## config.mk

```make
export PLATFORM = sky130hd
export DESIGN_NAME = cdb_writeback_arb_flat
export DESIGN_NICKNAME = d
export VERILOG_FILES = /design/src/rtl/rv32i_types.sv /design/src/rtl/cdb_writeback_arb_if.sv /design/src/rtl/wb_lane.sv /design/src/rtl/cdb_writeback_arb.sv /design/src/flat_wrapper.sv
export SDC_FILE = /design/constraint.sdc
export NUM_CORES = 1
export LEC_CHECK = 0
export ABC_AREA = 1
export BUFFER_PORTS_ARGS = -buffer_cell sky130_fd_sc_hd__buf_2
export CAP_MARGIN = 10
export CORE_MARGIN = 1
export CORE_UTILIZATION = 60
export CTS_CLUSTER_SIZE = 16
export DETAILED_ROUTE_END_ITERATION = 16
export PLACE_DENSITY = 0.83
export SLEW_MARGIN = 0
export SYNTH_ARGS = -nofsm -noshare
export SYNTH_HDL_FRONTEND = slang
export SYNTH_SLANG_ARGS = --single-unit
```

## constraint.sdc

```tcl
create_clock -name clk -period 10.4 [get_ports clk]
set_input_delay 3.12 -clock clk [delete_from_list [all_inputs] [get_ports clk]]
set_output_delay 3.12 -clock clk [all_outputs]
set_load 0.01 [all_outputs]
```

## src/rtl/rv32i_types.sv

```systemverilog
// Shared RV32I core types: CDB payload record and writeback-collector defaults.
`default_nettype none

package rv32i_types;

  localparam int CDB_ROB_ID_W     = 8;
  localparam int CDB_PREG_W       = 6;
  localparam int CDB_DATA_W       = 32;
  localparam int MUL_Q_DEPTH_DFLT = 4;

  typedef struct packed {
    logic [CDB_ROB_ID_W-1:0] rob_id;
    logic [CDB_PREG_W-1:0]   pd;
    logic [CDB_DATA_W-1:0]   data;
  } cdb_entry_t;

endpackage

`default_nettype wire

```

## src/rtl/cdb_writeback_arb_if.sv

```systemverilog
// Per-way FU result inputs, CDB broadcast outputs and multiplier credit status.
`default_nettype none

interface cdb_writeback_arb_if #(
  parameter int SS       = 2,
  parameter int ROB_ID_W = 8,
  parameter int PREG_W   = 6,
  parameter int DATA_W   = 32
);

  logic [SS-1:0]               alu_valid;
  logic [SS-1:0][ROB_ID_W-1:0] alu_rob_id;
  logic [SS-1:0][PREG_W-1:0]   alu_pd;
  logic [SS-1:0][DATA_W-1:0]   alu_data;

  logic [SS-1:0]               mul_issue;
  logic [SS-1:0]               mul_valid;
  logic [SS-1:0][ROB_ID_W-1:0] mul_rob_id;
  logic [SS-1:0][PREG_W-1:0]   mul_pd;
  logic [SS-1:0][DATA_W-1:0]   mul_data;

  logic [SS-1:0]               cdb_valid;
  logic [SS-1:0][ROB_ID_W-1:0] cdb_rob_id;
  logic [SS-1:0][PREG_W-1:0]   cdb_pd;
  logic [SS-1:0][DATA_W-1:0]   cdb_data;
  logic [SS-1:0]               mul_ready;
  logic                        overflow_err;

  modport master (
    output alu_valid, alu_rob_id, alu_pd, alu_data,
    output mul_issue, mul_valid, mul_rob_id, mul_pd, mul_data,
    input  cdb_valid, cdb_rob_id, cdb_pd, cdb_data, mul_ready, overflow_err
  );

  modport slave (
    input  alu_valid, alu_rob_id, alu_pd, alu_data,
    input  mul_issue, mul_valid, mul_rob_id, mul_pd, mul_data,
    output cdb_valid, cdb_rob_id, cdb_pd, cdb_data, mul_ready, overflow_err
  );

endinterface

`default_nettype wire

```

## src/rtl/wb_lane.sv

```systemverilog
// One CDB way: multiplier result FIFO, multiplier credit counter and ALU > FIFO > bypass mux.
`default_nettype none

module wb_lane
  import rv32i_types::*;
#(
  parameter int MUL_Q_DEPTH = MUL_Q_DEPTH_DFLT
) (
  input  logic       clk,
  input  logic       rst,
  input  logic       alu_valid,
  input  cdb_entry_t alu_entry,
  input  logic       mul_issue,
  input  logic       mul_valid,
  input  cdb_entry_t mul_entry,
  output logic       cdb_valid,
  output cdb_entry_t cdb_entry,
  output logic       mul_ready,
  output logic       overflow
);

  localparam int CNT_W = $clog2(MUL_Q_DEPTH + 1);
  localparam int PTR_W = $clog2(MUL_Q_DEPTH);
  localparam logic [CNT_W-1:0] DEPTH    = CNT_W'(MUL_Q_DEPTH);
  localparam logic [PTR_W-1:0] LAST_IDX = PTR_W'(MUL_Q_DEPTH - 1);

  cdb_entry_t        mem [MUL_Q_DEPTH];
  logic [PTR_W-1:0]  head;
  logic [PTR_W-1:0]  tail;
  logic [CNT_W-1:0]  count;
  logic [CNT_W-1:0]  inflight;

  logic              sel_valid;
  cdb_entry_t        sel_entry;
  logic              push;
  logic              push_ok;
  logic              pop;
  logic              drop;
  logic [CNT_W-1:0]  count_next;
  logic [CNT_W-1:0]  inflight_next;
  logic              ready_next;

  // Modulo wrap keeps non-power-of-two depths correct.
  function automatic logic [PTR_W-1:0] next_ptr(input logic [PTR_W-1:0] p);
    return (p == LAST_IDX) ? '0 : p + PTR_W'(1);
  endfunction

  always_comb begin
    sel_valid = 1'b0;
    sel_entry = mul_entry;
    push      = 1'b0;
    pop       = 1'b0;
    if (alu_valid) begin
      sel_valid = 1'b1;
      sel_entry = alu_entry;
      push      = mul_valid;
    end else if (count != '0) begin
      sel_valid = 1'b1;
      sel_entry = mem[head];
      pop       = 1'b1;
      push      = mul_valid;
    end else if (mul_valid) begin
      sel_valid = 1'b1;
      sel_entry = mul_entry;
    end

    // A full queue still accepts a push when the head leaves in the same cycle.
    drop       = push && (count == DEPTH) && !pop;
    push_ok    = push && !drop;
    count_next = count + CNT_W'(push_ok) - CNT_W'(pop);

    case ({mul_issue, mul_valid})
      2'b10:   inflight_next = inflight + CNT_W'(1);
      2'b01:   inflight_next = (inflight == '0) ? '0 : inflight - CNT_W'(1);
      default: inflight_next = inflight;
    endcase

    ready_next = ({1'b0, count_next} + {1'b0, inflight_next}) < {1'b0, DEPTH};
  end

  always_ff @(posedge clk) begin
    if (push_ok) begin
      mem[tail] <= mul_entry;
    end
  end

  always_ff @(posedge clk) begin
    if (rst) begin
      cdb_valid <= 1'b0;
      cdb_entry <= '0;
      head      <= '0;
      tail      <= '0;
      count     <= '0;
      inflight  <= '0;
      mul_ready <= 1'b1;
      overflow  <= 1'b0;
    end else begin
      cdb_valid <= sel_valid;
      if (sel_valid) begin
        cdb_entry <= sel_entry;
      end
      if (push_ok) begin
        tail <= next_ptr(tail);
      end
      if (pop) begin
        head <= next_ptr(head);
      end
      count     <= count_next;
      inflight  <= inflight_next;
      mul_ready <= ready_next;
      if (drop) begin
        overflow <= 1'b1;
      end
    end
  end

endmodule

`default_nettype wire

```

## src/rtl/cdb_writeback_arb.sv

```systemverilog
// CDB writeback collector: one independent wb_lane per superscalar way.
`default_nettype none

module cdb_writeback_arb
  import rv32i_types::*;
#(
  parameter int SS          = 2,
  parameter int MUL_Q_DEPTH = MUL_Q_DEPTH_DFLT
) (
  input  logic               clk,
  input  logic               rst,
  cdb_writeback_arb_if.slave bus
);

  logic [SS-1:0] lane_ovf;

  for (genvar i = 0; i < SS; i++) begin : g_lane
    cdb_entry_t alu_e;
    cdb_entry_t mul_e;
    cdb_entry_t cdb_e;

    assign alu_e = {bus.alu_rob_id[i], bus.alu_pd[i], bus.alu_data[i]};
    assign mul_e = {bus.mul_rob_id[i], bus.mul_pd[i], bus.mul_data[i]};

    wb_lane #(
      .MUL_Q_DEPTH(MUL_Q_DEPTH)
    ) u_lane (
      .clk       (clk),
      .rst       (rst),
      .alu_valid (bus.alu_valid[i]),
      .alu_entry (alu_e),
      .mul_issue (bus.mul_issue[i]),
      .mul_valid (bus.mul_valid[i]),
      .mul_entry (mul_e),
      .cdb_valid (bus.cdb_valid[i]),
      .cdb_entry (cdb_e),
      .mul_ready (bus.mul_ready[i]),
      .overflow  (lane_ovf[i])
    );

    assign bus.cdb_rob_id[i] = cdb_e.rob_id;
    assign bus.cdb_pd[i]     = cdb_e.pd;
    assign bus.cdb_data[i]   = cdb_e.data;
  end

  assign bus.overflow_err = |lane_ovf;

endmodule

`default_nettype wire

```

## src/flat_wrapper.sv

```systemverilog
// flat-port wrapper written by rule: the top's interface ports become plain ports
module cdb_writeback_arb_flat import rv32i_types::*;
#(
  parameter int SS          = 2,
  parameter int MUL_Q_DEPTH = MUL_Q_DEPTH_DFLT
)
  (clk, rst, bus_alu_valid, bus_alu_rob_id, bus_alu_pd, bus_alu_data, bus_mul_issue, bus_mul_valid, bus_mul_rob_id, bus_mul_pd, bus_mul_data, bus_cdb_valid, bus_cdb_rob_id, bus_cdb_pd, bus_cdb_data, bus_mul_ready, bus_overflow_err);
  cdb_writeback_arb_if #(.SS(SS), .ROB_ID_W(8), .PREG_W(6), .DATA_W(32)) bus_i ();
  input  logic clk;
  input  logic rst;
  input wire logic [$bits(bus_i.alu_valid)-1:0] bus_alu_valid;
  input wire logic [$bits(bus_i.alu_rob_id)-1:0] bus_alu_rob_id;
  input wire logic [$bits(bus_i.alu_pd)-1:0] bus_alu_pd;
  input wire logic [$bits(bus_i.alu_data)-1:0] bus_alu_data;
  input wire logic [$bits(bus_i.mul_issue)-1:0] bus_mul_issue;
  input wire logic [$bits(bus_i.mul_valid)-1:0] bus_mul_valid;
  input wire logic [$bits(bus_i.mul_rob_id)-1:0] bus_mul_rob_id;
  input wire logic [$bits(bus_i.mul_pd)-1:0] bus_mul_pd;
  input wire logic [$bits(bus_i.mul_data)-1:0] bus_mul_data;
  output wire logic [$bits(bus_i.cdb_valid)-1:0] bus_cdb_valid;
  output wire logic [$bits(bus_i.cdb_rob_id)-1:0] bus_cdb_rob_id;
  output wire logic [$bits(bus_i.cdb_pd)-1:0] bus_cdb_pd;
  output wire logic [$bits(bus_i.cdb_data)-1:0] bus_cdb_data;
  output wire logic [$bits(bus_i.mul_ready)-1:0] bus_mul_ready;
  output wire logic [$bits(bus_i.overflow_err)-1:0] bus_overflow_err;
  assign bus_i.alu_valid = bus_alu_valid;
  assign bus_i.alu_rob_id = bus_alu_rob_id;
  assign bus_i.alu_pd = bus_alu_pd;
  assign bus_i.alu_data = bus_alu_data;
  assign bus_i.mul_issue = bus_mul_issue;
  assign bus_i.mul_valid = bus_mul_valid;
  assign bus_i.mul_rob_id = bus_mul_rob_id;
  assign bus_i.mul_pd = bus_mul_pd;
  assign bus_i.mul_data = bus_mul_data;
  assign bus_cdb_valid = bus_i.cdb_valid;
  assign bus_cdb_rob_id = bus_i.cdb_rob_id;
  assign bus_cdb_pd = bus_i.cdb_pd;
  assign bus_cdb_data = bus_i.cdb_data;
  assign bus_mul_ready = bus_i.mul_ready;
  assign bus_overflow_err = bus_i.overflow_err;
  cdb_writeback_arb #(.SS(SS), .MUL_Q_DEPTH(MUL_Q_DEPTH)) u_core (.clk(clk), .rst(rst), .bus(bus_i));
endmodule
```

==> out/results.txt <==
Post-DR wirelength/cell -> 16.7 µm
H-tree depth -> 2
Syn_nets -> 2617
Syn Inst Count -> 2395
Min cycle time layout -> 6.05 ns
Synth cell types -> 27
Lkg Pwr -> 11.8 nW
Relative slew slack -> 23.2%
Detailed placer's ending HPWL -> 30700 µm
Ys async rst share -> 0%
Reg2Reg Depth -> 5
CP Max Fanout -> 51
Final Skew -> 0.0225 ns
Total global-route track usage -> 28.4%
Die width -> 192 µm
Syn Area/Cell -> 9.00 µm²
Worst Tran Pin Value -> 1.15 ns
Post-synth top cells -> 753 x nand2_1, 433 x nor2_1, 368 x edfxtp_1
CTS Buffer Depth -> 3
Total wire length -> 52300 µm
Max Slew Vio Count -> 0
Post-CTS Setup Inserts -> 0
Crit end category -> flop
DR vias -> 16800
Arrival time worst endpoint -> 6.24 ns
Number of antenna violations at the first check in global routing -> 8
Worst VDD drop -> 0.000152 V
Hold wc startpoint -> u_core.g_lane[1].u_lane.overflow
Total congestion overflow -> 0
Chip height -> 192 µm
CTS clk-pin slew, worst paths -> 0.06 ns
CTS tree -> done
Worst R2R Start -> u_core.g_lane[1].u_lane.count[2]
RSZ-0062 raised after global routing -> false
Post-Synthesis Cell Area -> 21600 µm²
Status -> completed
Worst path required time -> 10.59 ns
Hold endpoint -> u_core.g_lane[1].u_lane.overflow
Min-Delay Path Depth -> 2
IO Pins -> 289
First-pass GRT wire length -> 80700 µm
Share of layout cells above drive strength 1 -> 15.4%
R2r setup slk -> 7.25 ns
Clock sink count -> 490
Fin cells -> 3134
Post-synth EDFFs -> 368
Post-CTS resize count -> 0
ANT nets after route -> 0
Area grow syn2layout -> 15.1%
Worst setup path startpoint -> bus_alu_valid[1]
Core Box Area -> 35500 µm²
CTS root buffer -> clkbuf_16
Standard-cell rows -> 69
Cts bufs inserted -> 49
DRC errors left -> 0
Worst skew pair latency -> 0.57 ns
Synth top area share -> 51.2%
DRT iter0 DRCs -> 1306
Seq cells post-synth -> 490
Initial core utilization -> 60.8%
Yosys warnings -> 0
Worst reg2reg endpoint -> u_core.g_lane[1].u_lane.mem[1][0]
Cts hold-fix bufs -> 0
Critical Setup Path Class -> input pin to flop
Post-synth top flop -> edfxtp_1
Setup TNS -> 0 ns
Final setup violation count -> 0
Fmax -> 0.165 GHz
Gpl congestion -> 0.809
Period utilization -> 58.1%
Layout net count -> 2850
Placed Instances -> 3038
Die area -> 36700 µm²
Crit path launch type -> input pin
Sequential-to-total area share from yosys stat -> 62.6%
Power Density -> 228 nW/µm²
Area leader, netlist -> edfxtp_1
Largest net degree at the start of global routing -> 94
Most numerous cell in the Yosys netlist -> nand2_1
Vias per cell -> 5.37
First-pass DRT Iterations -> 6
WHS -> 0.465 ns
Final-report hold violation count -> 0
Top cells by area, synth -> edfxtp_1 51%, nand2_1 13%, dfxtp_1 11%, nor2_1 7.5%, nand3_1 6.6%
I/O Buffers -> 288
Via count of the first global-routing pass -> 16200
Max cap viols -> 0
HP Class -> flop to flop
report_power, final:
group | total (mW) | internal [mW] | switching [mW]
logic | 1.34 | 0.429 | 0.913
registers | 2.53 | 2.37 | 0.163
clock network | 1.78 | 1.06 | 0.729
total | 5.66 | 3.86 | 1.81
worst max-delay path, cell delays in order:
cell     delay, ns
buf_2         0.71
inv_2         0.14
nand3_2       0.79
nand2_1       0.48
nor2_4        0.42
buf_4         0.52
registers in the layout, summed over array words and instances (netlist names), named ones only:
name,flops
u_core.g_lane.u_lane.mem,368
u_core.g_lane.u_lane.cdb_entry,92
u_core.g_lane.u_lane.count,6
u_core.g_lane.u_lane.inflight,6
u_core.g_lane.u_lane.head,4
u_core.g_lane.u_lane.tail,4
u_core.g_lane.u_lane.cdb_valid,2
u_core.g_lane.u_lane.mul_ready,2
u_core.g_lane.u_lane.overflow,2
cells in the final DEF (no fill, tap or decap), types with 3 or more instances in the layout:
cell type	count
ha_1	28
clkinv_2	11
clkbuf_1	9
buf_2	287
nor2_4	10
a21oi_1	12
bufinv_16	7
nand2_1	753
edfxtp_1	368
nand3_1	282
inv_1	234
o21ai_0	8
xor2_1	3
buf_4	17
inv_2	9
dfxtp_2	3
nand3_2	3
nor2_1	425
diode_2	5
clkinv_1	7
dfxtp_1	118
clkinvlp_4	3
clkbuf_16	49
routing by layer:
| layer | vias up | part of all wire, % | global-route usage, % | routed length, µm |
|---|---|---|---|---|
| li1 | 8072 | - | - | - |
| met1 | 7858 | 39 | 35.7 | 20400 |
| met2 | 772 | 49 | 48.7 | 25900 |
| met3 | 119 | 8.4 | 5.01 | 4380 |
| met4 | 8 | 3.1 | 11.6 | 1630 |
| met5 | - | 0.080 | 0 | 42 |
per-stage QoR:
stage | setup WS (ns) | cell area [µm²] | util (%) | power (mW)
after detailed placement | 3.79 | 23200 | 65.3 | 3.90
after floorplan | 4.36 | 21600 | - | 3.46
final | 4.35 | 24800 | 70.0 | 5.66
after CTS | 4.36 | 24800 | 69.9 | 5.67
after global routing | 4.14 | 24800 | 70.0 | 5.95
after global placement | 3.90 | 23200 | 65.3 | 3.83
layout make-up:
| type | instances | area, µm² |
|---|---|---|
| Sequential cell | 490 | 13500 |
| Multi-Input combinational cell | 1540 | 6630 |
| Inverter | 243 | 912 |
| Fill cell | 2549 | 10700 |
| Tap cell | 461 | 577 |
| Clock buffer | 60 | 1290 |
| Clock inverter | 31 | 340 |
| Antenna cell | 5 | 12.5 |
| Timing Repair Buffer | 304 | 1560 |
how the worst max path moves through the flow:
stage / to / slack [ns]
finish: u_core.g_lane[1].u_lane.mem[1][0] / 4.35
global route: u_core.g_lane[1].u_lane.mem[1][4] / 4.14
CTS: u_core.g_lane[1].u_lane.mem[1][0] / 4.36
detailed placement: u_core.g_lane[1].u_lane.mem[1][10] / 3.79
global placement: u_core.g_lane[1].u_lane.mem[3][12] / 3.90
floorplan: u_core.g_lane[1].u_lane.mem[0][0] / 4.36
logic make-up (layout without fill, tap and decap cells):
| family | after synthesis | after routing | share of synthesized area (%) |
|---|---|---|---|
| AO/OA/AOI/OAI | 23 | 23 | 0.586 |
| buffers and inverters | 365 | 638 | 7.05 |
| adder cells (fa/ha/maj) | 30 | 30 | 1.81 |
| XOR/XNOR | 4 | 4 | 0.162 |
| AND/OR/NAND/NOR | 1483 | 1483 | 27.8 |
| flip-flops | 490 | 490 | 62.6 |
| other | 0 | 5 | 0 |
(Power assumes the default switching activity.)
